[src/rtl/can_pkg.sv]
// Shared definitions for the CAN CRC-15 logic: CRC width, generator
// polynomial and the sequencer state encoding.
package can_pkg;

  localparam int unsigned CAN_CRC_W = 15;

  // x^15+x^14+x^10+x^8+x^7+x^4+x^3+1, with the implicit x^15 term dropped.
  localparam logic [CAN_CRC_W-1:0] CAN_CRC_POLY = 15'h4599;

  typedef enum logic [1:0] {
    IDLE = 2'd0,
    DATA = 2'd1,
    CRC  = 2'd2,
    DONE = 2'd3
  } crc_seq_state_t;

endpackage : can_pkg

[src/rtl/can_crc15_step.sv]
// One serial CRC-15 step: shifts a single bit into the CRC register value.
// Purely combinational.
//   crc_in   : current CRC register value
//   bit_i    : incoming bit
//   crc_next : CRC register value after absorbing bit_i
module can_crc15_step
  import can_pkg::*;
#(
  parameter logic [CAN_CRC_W-1:0] POLY = CAN_CRC_POLY
) (
  input  logic [CAN_CRC_W-1:0] crc_in,
  input  logic                 bit_i,
  output logic [CAN_CRC_W-1:0] crc_next
);

  logic fb;

  // Feedback is the incoming bit XOR the bit about to fall off the top.
  assign fb       = bit_i ^ crc_in[CAN_CRC_W-1];
  assign crc_next = {crc_in[CAN_CRC_W-2:0], 1'b0} ^ (fb ? POLY : '0);

endmodule : can_crc15_step

[src/rtl/can_crc_sequencer.sv]
// CAN CRC-15 sequencer for one frame. Accumulates the covered (destuffed)
// bits, then either serialises the CRC MSB first (TX) or compares the next
// 15 received bits against it (RX).
//   clk, rst          : clock, asynchronous active-high reset
//   start, mode, len  : begin a frame (mode 0=TX, 1=RX; len covered bits)
//   abort             : drop the current frame, no done pulse
//   bit_valid, bit_in : one destuffed bit per strobe
//   bit_out, bit_out_en : TX CRC bit stream
//   busy, done        : activity / one-cycle completion pulse
//   crc_err           : sticky RX mismatch flag
//   crc_value         : CRC computed over the covered bits
module can_crc_sequencer
  import can_pkg::*;
#(
  parameter int unsigned          LEN_W = 7,
  parameter logic [CAN_CRC_W-1:0] POLY  = CAN_CRC_POLY
) (
  input  logic                 clk,
  input  logic                 rst,
  input  logic                 start,
  input  logic                 mode,
  input  logic [LEN_W-1:0]     len,
  input  logic                 abort,
  input  logic                 bit_valid,
  input  logic                 bit_in,
  output logic                 bit_out,
  output logic                 bit_out_en,
  output logic                 busy,
  output logic                 done,
  output logic                 crc_err,
  output logic [CAN_CRC_W-1:0] crc_value
);

  crc_seq_state_t       state_q, state_d;
  logic                 mode_q, mode_d;
  logic [LEN_W-1:0]     len_q, len_d;
  logic [LEN_W-1:0]     cnt_q, cnt_d;
  logic [CAN_CRC_W-1:0] crc_q, crc_d;
  logic [CAN_CRC_W-1:0] crc_value_q, crc_value_d;
  logic                 crc_err_q, crc_err_d;

  logic [CAN_CRC_W-1:0] crc_step;
  logic [3:0]           bit_idx;
  logic                 cur_bit;

  can_crc15_step #(.POLY(POLY)) u_step (
    .crc_in   (crc_q),
    .bit_i    (bit_in),
    .crc_next (crc_step)
  );

  // In CRC state cnt runs 0..14, selecting crc_value bits 14 down to 0.
  assign bit_idx = 4'd14 - cnt_q[3:0];
  assign cur_bit = crc_value_q[bit_idx];

  // NOTE: every always_comb output gets a default first so no path leaves a
  // signal unassigned, which would otherwise infer a latch.
  always_comb begin
    state_d     = state_q;
    mode_d      = mode_q;
    len_d       = len_q;
    cnt_d       = cnt_q;
    crc_d       = crc_q;
    crc_value_d = crc_value_q;
    crc_err_d   = crc_err_q;

    unique case (state_q)
      IDLE: begin
        if (start) begin
          mode_d      = mode;
          len_d       = len;
          cnt_d       = '0;
          crc_d       = '0;
          crc_value_d = '0;
          crc_err_d   = 1'b0;
          state_d     = (len == '0) ? CRC : DATA;
        end
      end

      DATA: begin
        if (abort) begin
          state_d = IDLE;
        end else if (bit_valid) begin
          crc_d = crc_step;
          if (cnt_q == len_q - LEN_W'(1)) begin
            crc_value_d = crc_step;
            cnt_d       = '0;
            state_d     = CRC;
          end else begin
            cnt_d = cnt_q + LEN_W'(1);
          end
        end
      end

      CRC: begin
        if (abort) begin
          state_d = IDLE;
        end else if (bit_valid) begin
          if (mode_q && (bit_in != cur_bit)) begin
            crc_err_d = 1'b1;
          end
          if (cnt_q == LEN_W'(CAN_CRC_W - 1)) begin
            cnt_d   = '0;
            state_d = DONE;
          end else begin
            cnt_d = cnt_q + LEN_W'(1);
          end
        end
      end

      DONE: begin
        state_d = IDLE;
      end

      default: state_d = IDLE;
    endcase
  end

  // NOTE: state registers use non-blocking assignments so every flop samples
  // the pre-edge values regardless of statement order.
  always_ff @(posedge clk or posedge rst) begin
    if (rst) begin
      state_q     <= IDLE;
      mode_q      <= 1'b0;
      len_q       <= '0;
      cnt_q       <= '0;
      crc_q       <= '0;
      crc_value_q <= '0;
      crc_err_q   <= 1'b0;
    end else begin
      state_q     <= state_d;
      mode_q      <= mode_d;
      len_q       <= len_d;
      cnt_q       <= cnt_d;
      crc_q       <= crc_d;
      crc_value_q <= crc_value_d;
      crc_err_q   <= crc_err_d;
    end
  end

  assign bit_out_en = (state_q == CRC) && !mode_q;
  assign bit_out    = bit_out_en & cur_bit;
  assign busy       = (state_q != IDLE);
  assign done       = (state_q == DONE);
  assign crc_err    = crc_err_q;
  assign crc_value  = crc_value_q;

endmodule : can_crc_sequencer

[config.mk]
export PLATFORM = sky130hd
export DESIGN_NAME = can_crc_sequencer
export DESIGN_NICKNAME = d
export VERILOG_FILES = /design/src/rtl/can_pkg.sv /design/src/rtl/can_crc15_step.sv /design/src/rtl/can_crc_sequencer.sv
export SDC_FILE = /design/constraint.sdc
export NUM_CORES = 1
export LEC_CHECK = 0
export CAP_MARGIN = 5
export CORE_MARGIN = 10
export CORE_UTILIZATION = 45
export CTS_CLUSTER_DIAMETER = 50
export DETAILED_ROUTE_END_ITERATION = 12
export PLACE_DENSITY = 0.78
export RECOVER_POWER = 100
export SYNTH_ARGS = -nofsm -noshare
export SYNTH_HDL_FRONTEND = slang
export SYNTH_SLANG_ARGS = --single-unit
[constraint.sdc]
create_clock -name clk -period 5.66 [get_ports clk]
set_input_delay 0.849 -clock clk [delete_from_list [all_inputs] [get_ports clk]]
set_output_delay 0.849 -clock clk [all_outputs]
set_load 0.02 [all_outputs]
==> results of run 1 <==
-- cell type report --
cell class,instances,area share (%)
Multi-Input combinational cell,186,42.5
Timing Repair Buffer,33,10.3
Inverter,28,3.29
Sequential cell,48,37.6
Clock inverter,2,1.10
Tap cell,75,2.94
Clock buffer,6,2.27
-- worst max-delay path: cells and delay by family --
kind                   cells  cell delay [ns]
AOI/OAI and AO/OA          2             2.77
buffers and inverters      1             0.56
muxes                      1             0.35
-- path summary, 6_finish.rpt --
kind,from,endpoint,depth (start not counted)
setup / recovery,start,crc_value[9],4
hold / removal,crc_q[8],crc_q[8],2
setup reg to reg,state_q[0],crc_value[9],6
hold reg to reg,crc_q[8],crc_q[8],2
max in group asynchronous,rst,crc_value[3],2
min in group asynchronous,rst,crc_value[1],2
-- cells by family after synthesis --
family | share of synthesized area [%]
simple gates | 16.7
mux | 13.8
compound gates | 8.97
xor+xnor | 6.68
fa+ha+maj | 3.66
buf+inv | 6.22
flops | 43.9
-- Yosys cell counts (2+ instances only) --
master	n	area, um2
sky130_fd_sc_hd__xor2_1	10	87.6
sky130_fd_sc_hd__xnor2_1	9	78.8
sky130_fd_sc_hd__ha_1	8	100
sky130_fd_sc_hd__nand4_1	3	18.8
sky130_fd_sc_hd__mux2_2	8	90.1
sky130_fd_sc_hd__dfrtp_1	48	1200
sky130_fd_sc_hd__nand2_1	42	158
sky130_fd_sc_hd__mux4_2	3	67.6
sky130_fd_sc_hd__nor2_1	10	37.5
sky130_fd_sc_hd__a31oi_1	2	12.5
sky130_fd_sc_hd__nor3_1	3	15.0
sky130_fd_sc_hd__nor4_1	4	25.0
sky130_fd_sc_hd__nor3b_2	2	25.0
sky130_fd_sc_hd__o21ai_0	22	110
sky130_fd_sc_hd__nor2b_1	2	12.5
sky130_fd_sc_hd__buf_2	3	15.0
sky130_fd_sc_hd__nand3_1	12	60.1
sky130_fd_sc_hd__clkbuf_1	4	15.0
sky130_fd_sc_hd__inv_1	27	101
sky130_fd_sc_hd__mux2i_1	22	220
-- registers in the layout (all words and copies together), names as in the netlist --
register / cells
cnt_q: 7
crc_err: 1
crc_q: 15
crc_value: 15
len_q: 7
mode_q: 1
state_q: 2
-- metal layers --
layer  vias to the layer above  global-route usage, %
met4                         0                   4.25
met2                        35                   21.3
met5                         -                      0
li1                        983                      -
met1                       968                   15.6
met3                        11                   3.74
-- power breakdown --
part	switching [mW]	leakage, nW	internal, mW
Sequential	0.122	0.634	0.459
Combinational	0.427	0.715	0.336
Clock	0.115	0.0552	0.131
Total	0.664	1.40	0.926
-- stage by stage --
| step | worst slack (ns) | std cells | utilization (%) | cell area [um2] | hold WS (ns) |
|---|---|---|---|---|---|
| after global routing | 0.845 | 378 | 54.0 | 3200 | 0.513 |
| after detailed placement | 2.05 | 370 | 52.3 | 3100 | 0.471 |
| final | 1.33 | 378 | 54.0 | 3200 | 0.490 |
| after floorplan | 2.87 | 272 | - | 2740 | 0.450 |
| after global placement | 2.12 | 370 | 52.3 | 3100 | 0.464 |
| after CTS | 1.71 | 378 | 54.1 | 3210 | 0.492 |
-- layout by cell type, fill, tap and decap left out, types with 4 or more instances in the layout --
cell	count
sky130_fd_sc_hd__nand3_1	12
sky130_fd_sc_hd__xnor2_1	9
sky130_fd_sc_hd__dfrtp_1	48
sky130_fd_sc_hd__dlygate4sd3_1	22
sky130_fd_sc_hd__inv_1	27
sky130_fd_sc_hd__nor4_1	4
sky130_fd_sc_hd__nand2_1	42
sky130_fd_sc_hd__nor2_1	10
sky130_fd_sc_hd__clkbuf_8	5
sky130_fd_sc_hd__mux2_2	8
sky130_fd_sc_hd__xor2_1	10
sky130_fd_sc_hd__o21ai_0	22
sky130_fd_sc_hd__mux2i_1	22
sky130_fd_sc_hd__ha_1	8
sky130_fd_sc_hd__clkdlybuf4s50_1	11
==> metrics.md, run 1 <==
| Metric | Value |
|---|---|
| Initial drt markers | `122` |
| Filler cell count | `540` |
| Count of cell types in the netlist | `48` |
| Total number of vias | `1997` |
| Global Route Usage Sum | `around an eighth` |
| Routed wl met3 | `between 200 and 250 um` |
| Number of register bits inferred by synthesis | `48` |
| Post-Synthesis Net Count | `between 200 and 300` |
| Post-DP HPWL | `4.25 mm` |
| EDFF count, synth | `0` |
| GR Overflow Total | `0` |
| Total setup buffers inserted after CTS | `0` |
| Warning count from the yosys run | `0` |
| Worst IR Drop VDD | `approximately 0.23 mV` |
| Reported leakage power | `1.40 nW` |
| Endpoint kind of the worst setup timing path | `register` |
| Core Box Area | `0.00592 mm2` |
| DRT Pass-1 Iters | `4` |
| Fraction of final layout cells sized beyond drive strength 1 | `10.2%` |
| Maximum clock frequency | `231 MHz` |
| Worst hold path class | `register to register` |
| Critical Setup Path Class | `input port to register` |
| Worst-path cell chain | `dlygate4sd3_1 > o21ai_0 > a21oi_4 > mux2i_1` |
| Required arrival time at the worst endpoint | `5.87 ns` |
| Y dimension of the die | `98.0 um` |
| Cell area after technology mapping | `0.00274 mm2` |
| Routed length per instance | `around 16 um` |
| CTS buffer count | `5` |
| Starting density of the core | `between 40% and 50%` |
| Footprint of the flip-flops and latches | `0.00120 mm2` |
| # clock sinks | `48` |
| Final Hold Violating Endpoints | `0` |
| Transition time at the pin with the least slew margin | `3.09 ns` |
| Leading register cell type out of synthesis | `sky130_fd_sc_hd__dfrtp_1` |
| Critical Path Slowest Stage Cell | `sky130_fd_sc_hd__o21ai_0` |
| Signed area change from the synthesized netlist to the final layout | `16.9%` |
| Part of the Yosys area used for sequential elements | `43.9%` |
| Detailed-route DRC error count | `0` |
| Die Area | `roughly 0.0096 mm2` |
| Deepest level of the CTS H-tree | `2` |
| Top routing layer in use | `met4` |
| CTS clk-pin slew, worst paths | `around 0.09 ns` |
| Number of hold buffers added after cts | `0` |
| ANT nets after route | `0` |
| Post-layout net count | `324` |
| Number of endpoints failing setup at the final stage | `0` |
| Chip width | `98.0 um` |
| Maximum count of clock buffers along a single path | `2` |
| Count of input and output buffers | `33` |
| Total area of multi-input combinational cells | `0.00136 mm2` |
| Critical path peak fanout | `31` |
| Root cell of the clock tree | `sky130_fd_sc_hd__clkbuf_8` |
| Antenna diode instance count | `0` |
| Max-capacitance violation count | `2` |
| Met1 routed wirelength after detailed routing | `2.64 mm` |
| Routability congestion estimate | `0.859` |
| Largest net degree at the start of global routing | `49` |
| Number of pins with negative max-slew slack in the final report | `81` |
| Power per unit of standard cell area | `between 400 and 500 mW/mm2` |
| Post-DR vias/cell | `5.28` |
| Asr flop ratio synth | `100%` |
| Power Total | `1.59 mW` |
| FP Rows | `28` |
| Remaining max-slew budget at the tightest pin | `-108%` |
| Tcrit/Tclk final | `between 70% and 80%` |
| Maximum single-stage delay on the critical path | `approximately 2.3 ns` |
| Register-to-Register Setup Slack | `1.53 ns` |
| Post_cts resized | `0` |
| DRT Wirelength | `5.89 mm` |
| CTS tree | `yes` |
| Insertion delay of the later-clocked pin in the worst-skew pair | `approximately 0.30 ns` |
| Arrival time of the worst setup path | `between 4 and 5 ns` |
| Global-route wire length before repair | `10.5 mm` |
| Ports | `34` |
| Status | `finished, violations left` |
| Period minus WS final | `4.33 ns` |
| Met2 layer wire length in the routed design | `2.92 mm` |
| Number of global-route vias before repair | `2082` |
| Mean instance size in the synthesized netlist | `between 10 and 15 um2` |
| Post-route clock skew | `0.00649 ns` |
| Worst Setup Start Kind | `input port` |
| Number of antenna violations at the first check in global routing | `0` |
| Setup repair after global routing missed its margin | `no` |
| Setup total negative slack | `0 ns` |
| Violated checks | `capacitance limit, slew limit` |
| Mapped Cells | `272` |
Power figures use the tool's default switching activity.
==> run 2: changes to the inputs <==
Settings changed: PLACE_DENSITY 0.78 to 0.8.
Clock period 5.66 ns to 3.9 ns, I/O delays scaled along.
==> metrics.md, run 2 (synthesis results as in run 1) <==
| Metric | Value |
|---|---|
| Int Pwr | `about 1.3 mW` |
| Clock network fraction of total power | `15.5%` |
| Critical Setup Path Class | `register to output pin` |
| Remaining max-slew budget at the tightest pin | `-27.6%` |
| Hold_ws | `around 0.49 ns` |
| Final Hold Violating Endpoints | `0` |
| Worst IR Drop VDD | `between 0.3 and 0.4 mV` |
| Sequential share of power | `a little over a third` |
| Endpoint kind of the worst setup timing path | `output pin` |
| Switch share | `41.5%` |
| Core Box Area | `between 0.005 and 0.006 mm2` |
| Fraction of final layout cells sized beyond drive strength 1 | `9.84%` |
| Transition time at the pin with the least slew margin | `1.90 ns` |
| Commonest non-fill, non-tap cell in the layout | `sky130_fd_sc_hd__dfrtp_1` |
| Setup repair after global routing missed its margin | `no` |
| Total number of vias | `2070` |
| Number of pins with negative max-slew slack in the final report | `81` |
| Power per unit of standard cell area | `723 mW/mm2` |
| DRT Wirelength | `6.24 mm` |
| Critical path peak fanout | `10` |
| Detailed-route DRC error count | `0` |
| Highest-count cells in the layout ignoring fill and taps | `sky130_fd_sc_hd__dfrtp_1 (48), sky130_fd_sc_hd__nand2_1 (42), sky130_fd_sc_hd__inv_1 (27)` |
| Routability congestion estimate | `approximately 0.8` |
| Comb power frac | `48.1%` |
| Placed cell count | `~370` |
| # clock sinks | `48` |
| Total area of multi-input combinational cells | `0.00133 mm2` |
| Placement Setup Slack | `0.520 ns` |
| GR Overflow Total | `0` |
| Arrival time of the worst setup path | `3.15 ns` |
| Reported net switching power | `approximately 0.96 mW` |
| DRT Pass-1 Iters | `4` |
| Number of hold buffers added after cts | `0` |
| FP Rows | `28` |
| Number of antenna violations at the first check in global routing | `0` |
| Ports | `34` |
| Global-route wire length before repair | `10.9 mm` |
| Number of endpoints failing setup at the final stage | `0` |
| Post-DR vias/cell | `5.45` |
| Post-route insts no fill | `380` |
| ANT nets after route | `0` |
| Worst Setup Start Kind | `register` |
| Y dimension of the die | `between 90 and 100 um` |
| Maximum count of clock buffers along a single path | `2` |
| Global Route Usage Sum | `13.4%` |
| Initial drt markers | `roughly 130` |
| Required arrival time at the worst endpoint | `around 3.3 ns` |
| Total setup buffers inserted after CTS | `0` |
| Die Area | `0.00960 mm2` |
| Reported leakage power | `between 1 and 1.5 nW` |
| Footprint of the flip-flops and latches | `~0.0012 mm2` |
| Count of input and output buffers | `33` |
| Max-capacitance violation count | `2` |
| Starting density of the core | `46.2%` |
| Post-layout net count | `approximately 330` |
| Post-DP HPWL | `around 4.5 mm` |
| Post-route clock skew | `0.00553 ns` |
| Antenna diode instance count | `0` |
| CTS tree | `yes` |
| Post_cts resized | `0` |
| Setup total negative slack | `0 ns` |
| Setup slack of the critical path after layout | `0.162 ns` |
| Status | `finished, violations left` |
| Routed length per instance | `16.4 um` |
| Tcrit/Tclk final | `95.8%` |
| Maximum clock frequency | `roughly 270 MHz` |
| Filler cell count | `~520` |
| CTS clk-pin slew, worst paths | `0.08 ns` |
| Root cell of the clock tree | `sky130_fd_sc_hd__clkbuf_8` |
| CTS buffer count | `5` |
| Deepest level of the CTS H-tree | `2` |
| Violated checks | `capacitance limit, slew limit` |
| Chip width | `98.0 um` |
| Insertion delay of the later-clocked pin in the worst-skew pair | `roughly 0.30 ns` |
| Largest net degree at the start of global routing | `between 40 and 50` |
| Worst hold path class | `register to register` |
| Period minus WS final | `3.74 ns` |
| Signed area change from the synthesized netlist to the final layout | `16.5%` |
| Number of global-route vias before repair | `2187` |
==> run 2: cell count changes in the layout (fill, tap and decap cells not counted), sizes merged <==
cell	before	now
buf	0	2
dlygate4sd3	22	20
clkdlybuf4s50	11	13
==> run 2: stage by stage <==
| stage | area [um2] | utilization, % | power, mW |
|---|---|---|---|
| floorplan | 2740 | - | 1.67 |
| global placement | 3110 | 52.6 | 1.97 |
| detailed placement | 3110 | 52.6 | 2.02 |
| CTS | 3220 | 54.4 | 2.39 |
| global route | 3190 | 53.8 | 2.48 |
| finish | 3190 | 53.8 | 2.30 |
==> run 2: path summary, 6_finish.rpt <==
kind,from,endpoint,slack [ns],cells after the start
hold reg to reg,crc_q[12],crc_q[12],0.49,2
max in group asynchronous,rst,state_q[0],1.49,2
setup / recovery,cnt_q[0],bit_out,0.16,7
setup reg to reg,state_q[1],crc_value[14],0.79,6
hold / removal,crc_q[12],crc_q[12],0.49,2
min in group asynchronous,rst,crc_q[1],1.32,2
==> run 2: final cells by class <==
class                           count  share of cell area, %
Multi-Input combinational cell    186                   41.8
Sequential cell                    48                   37.7
Timing Repair Buffer               35                   10.8
Inverter                           28                   3.30
Tap cell                           75                   2.95
Clock buffer                        6                   2.28
Clock inverter                      2                   1.10
==> run 2: metal layers <==
metal | global-route usage (%) | vias up | routed length, um
met3 | 2.75 | 10 | 206
met5 | 0 | - | 0
met4 | 5.93 | 0 | 118
met1 | 15.8 | 1028 | 2640
li1 | - | 984 | -
met2 | 22.8 | 48 | 3280
==> run 2: critical path: stages, from the launching register on <==
cell and delay, ns:
sky130_fd_sc_hd__dfrtp_1 0.59, sky130_fd_sc_hd__ha_1 0.30, sky130_fd_sc_hd__xor2_1 0.42, sky130_fd_sc_hd__mux4_2 0.38, sky130_fd_sc_hd__or2_1 0.23, sky130_fd_sc_hd__a31o_1 0.24, sky130_fd_sc_hd__and2_1 0.16, sky130_fd_sc_hd__clkdlybuf4s50_1 0.53
==> run 2: power groups by stage <==
stage                     clock network, mW  logic (mW)  registers [mW]
after global placement                    0        1.13           0.846
after CTS                             0.366        1.18           0.845
after floorplan                           0       0.810           0.861
after global routing                  0.389        1.23           0.868
after detailed placement                  0        1.17           0.853
final                                 0.357        1.11           0.840
==> patch: new RTL, flow settings as in run 1 <==
Set the parameter `LEN_W` to 14 (it was 7).
--- a/src/rtl/can_crc_sequencer.sv
+++ b/src/rtl/can_crc_sequencer.sv
@@ -12,7 +12,7 @@
 module can_crc_sequencer
   import can_pkg::*;
 #(
-  parameter int unsigned          LEN_W = 7,
+  parameter int unsigned          LEN_W = 14,
   parameter logic [CAN_CRC_W-1:0] POLY  = CAN_CRC_POLY
 ) (
   input  logic                 clk,
Interface: changed (resized len); port bits go from 34 to 41. No check against the original RTL was run, so the function may have changed too.
==> patch against run 1 <==
Final cell count up 36%. Synthesized area is 41% higher. The run still ends with capacitance limit, slew limit left. Count of clock-buffer cells in the layout rose by 3. Wire length increased by 53%. Sequential cell count up 14. Worst setup slack worse by 0.00096 ns. Final area is 39% higher. Via count grew 51%. Power up 40%. Highest routed layer unchanged. Clock skew up 0.0026 ns. First-iteration DRC count is 23% higher.
==> patch: results (changes against run 1) <==
wire_per_inst_microns: 17.6  # +13%
dp_cells: 499  # +35%
cts_setup_buffers: 0  # unchanged
grt_max_degree: 63  # +29%
synth.distinct_cells: 61  # +27%
skew_ns: 0.00914  # +0.00265 ns
slowest_stage: "a41oi_1"
drt_iter0_drc: 150  # +23%
gr-usage-met2: 0.237  # +0.0240
portBuffers: 40  # +21%
async_flop_share: 1.00  # unchanged
violations: "capacitance limit, slew limit"
dp_hpwl_microns: 6540  # +54%
maxCapViolCount: 2  # unchanged
syn-num-nets: 402  # +37%
use_met3: 0.0373  # -0.0000766
slew_viol_final: 82  # +1.2%
arrival_ns: 4.54  # about the same
relSlewSlack: -1.21  # -0.123
grt_first_pass_wirelength_microns: 15100  # +44%
cts_buffers: 9  # +4
globalplace.congestion: 0.899  # +4.7%
p_leak_nw: 1.95  # +39%
status: "complete, but fails checks"
grtUsageTotal: 0.141  # +0.0123
htree_levels: 3  # +1
path_clk_slew_ns: 0.08
insertion_delay_ns: 0.35  # +0.05 ns
vdd_drop_max_uv: 340  # +51%
viasPerCell: 5.86  # +11%
post-place-ws_ns: 2.03  # -0.0207 ns
synth-seq-area-share: 0.403  # -0.0362
synth_area_leaders: "dfrtp_1, mux2_2, mux2_4, xor2_1, and2_1"
max_stage_delay_ns: 1.21  # -1.09 ns
yosysWarnings: 0  # unchanged
critPathMaxFanout: 18  # -42%
drive_gt1_frac: 0.149  # +0.0465
clock_path_buffers: 2  # unchanged
diodes: 0  # unchanged
syn_area_per_cell_sq_um: 10.3  # +2.6%
nets: 434  # +34%
antenna_found_initial: 0  # unchanged
yosys-top-cells-count: "dfrtp_1, mux2_2, nand2_1"
first_pass_iters: 5  # +1
totalWireLength_microns: 9040  # +53%
met1_usage: 0.170  # +0.0136
cts_resized: 0  # unchanged
crit_family: "compound AO/OA/AOI/OAI gates"
grt_pass1_vias: 3103  # +49%
clockRootBuffer: "clkbuf_8"
worst_hold_path_type: "reg2reg"
==> patch: logic make-up (layout without fill, tap and decap cells) <==
| logic type | Yosys count | count (layout) | synth area share |
|---|---|---|---|
| AND/OR/NAND/NOR | 132 | 132 | 0.194 |
| XOR/XNOR | 25 | 25 | 0.0569 |
| multiplexers | 50 | 50 | 0.162 |
| AO/OA/AOI/OAI | 59 | 59 | 0.111 |
| buffers and inverters | 37 | 74 | 0.0468 |
| adder cells (fa/ha/maj) | 8 | 8 | 0.0260 |
| flip-flops | 62 | 62 | 0.403 |
==> patch: per-stage QoR <==
stage               power [mW]  hold slack, ns  cell area (sq um)
floorplan                 1.56           0.471               3850
global placement          1.80           0.480               4280
detailed placement        1.84           0.485               4280
CTS                       2.30           0.503               4510
global route              2.38           0.512               4460
finish                    2.23           0.499               4460
==> patch: area by class of cell <==
cell class / count / area (sq um)
Clock buffer: 9 / 124
Clock inverter: 7 / 104
Fill cell: 718 / 3800
Inverter: 15 / 56.3
Multi-Input combinational cell: 274 / 2070
Sequential cell: 62 / 1550
Tap cell: 105 / 131
Timing Repair Buffer: 43 / 415
==> patch: worst paths after layout <==
check                                      from                        to  slack (ns)  cells after the start
max reg2reg                len_q[0]$_DFFE_PP0P_     cnt_q[11]$_DFFE_PP0P_        1.33                      9
min in group asynchronous                   rst  crc_value[2]$_DFFE_PP0P_        2.22                      3
max                        len_q[0]$_DFFE_PP0P_     cnt_q[11]$_DFFE_PP0P_        1.33                      9
max in group asynchronous                   rst      len_q[6]$_DFFE_PP0P_        1.58                      3
min reg2reg                crc_q[8]$_DFFE_PP0P_      crc_q[8]$_DFFE_PP0P_        0.50                      1
min                        crc_q[8]$_DFFE_PP0P_      crc_q[8]$_DFFE_PP0P_        0.50                      1
==> patch: power breakdown <==
part           switching (mW)  internal (mW)  total [mW]
sequential              0.183          0.583       0.767
clock                   0.199          0.254       0.453
combinational           0.545          0.468        1.01
total                   0.927           1.31        2.23
==> patch: worst register-to-register path, stage by stage, from the launching register on <==
cell	delay (ns)
dfrtp_1	0.44
inv_1	0.08
ha_1	0.20
or3b_1	0.46
o311ai_0	0.39
a21bo_1	0.26
o21ba_2	0.21
a41oi_1	1.22
nand2b_1	0.46
o311ai_0	0.49
==> patch: metal layers <==
layer  share of wire  up-vias
li1                -     1426
met5               0        -
met3           0.046       12
met1            0.45     1502
met2            0.49       79
met4           0.014        0
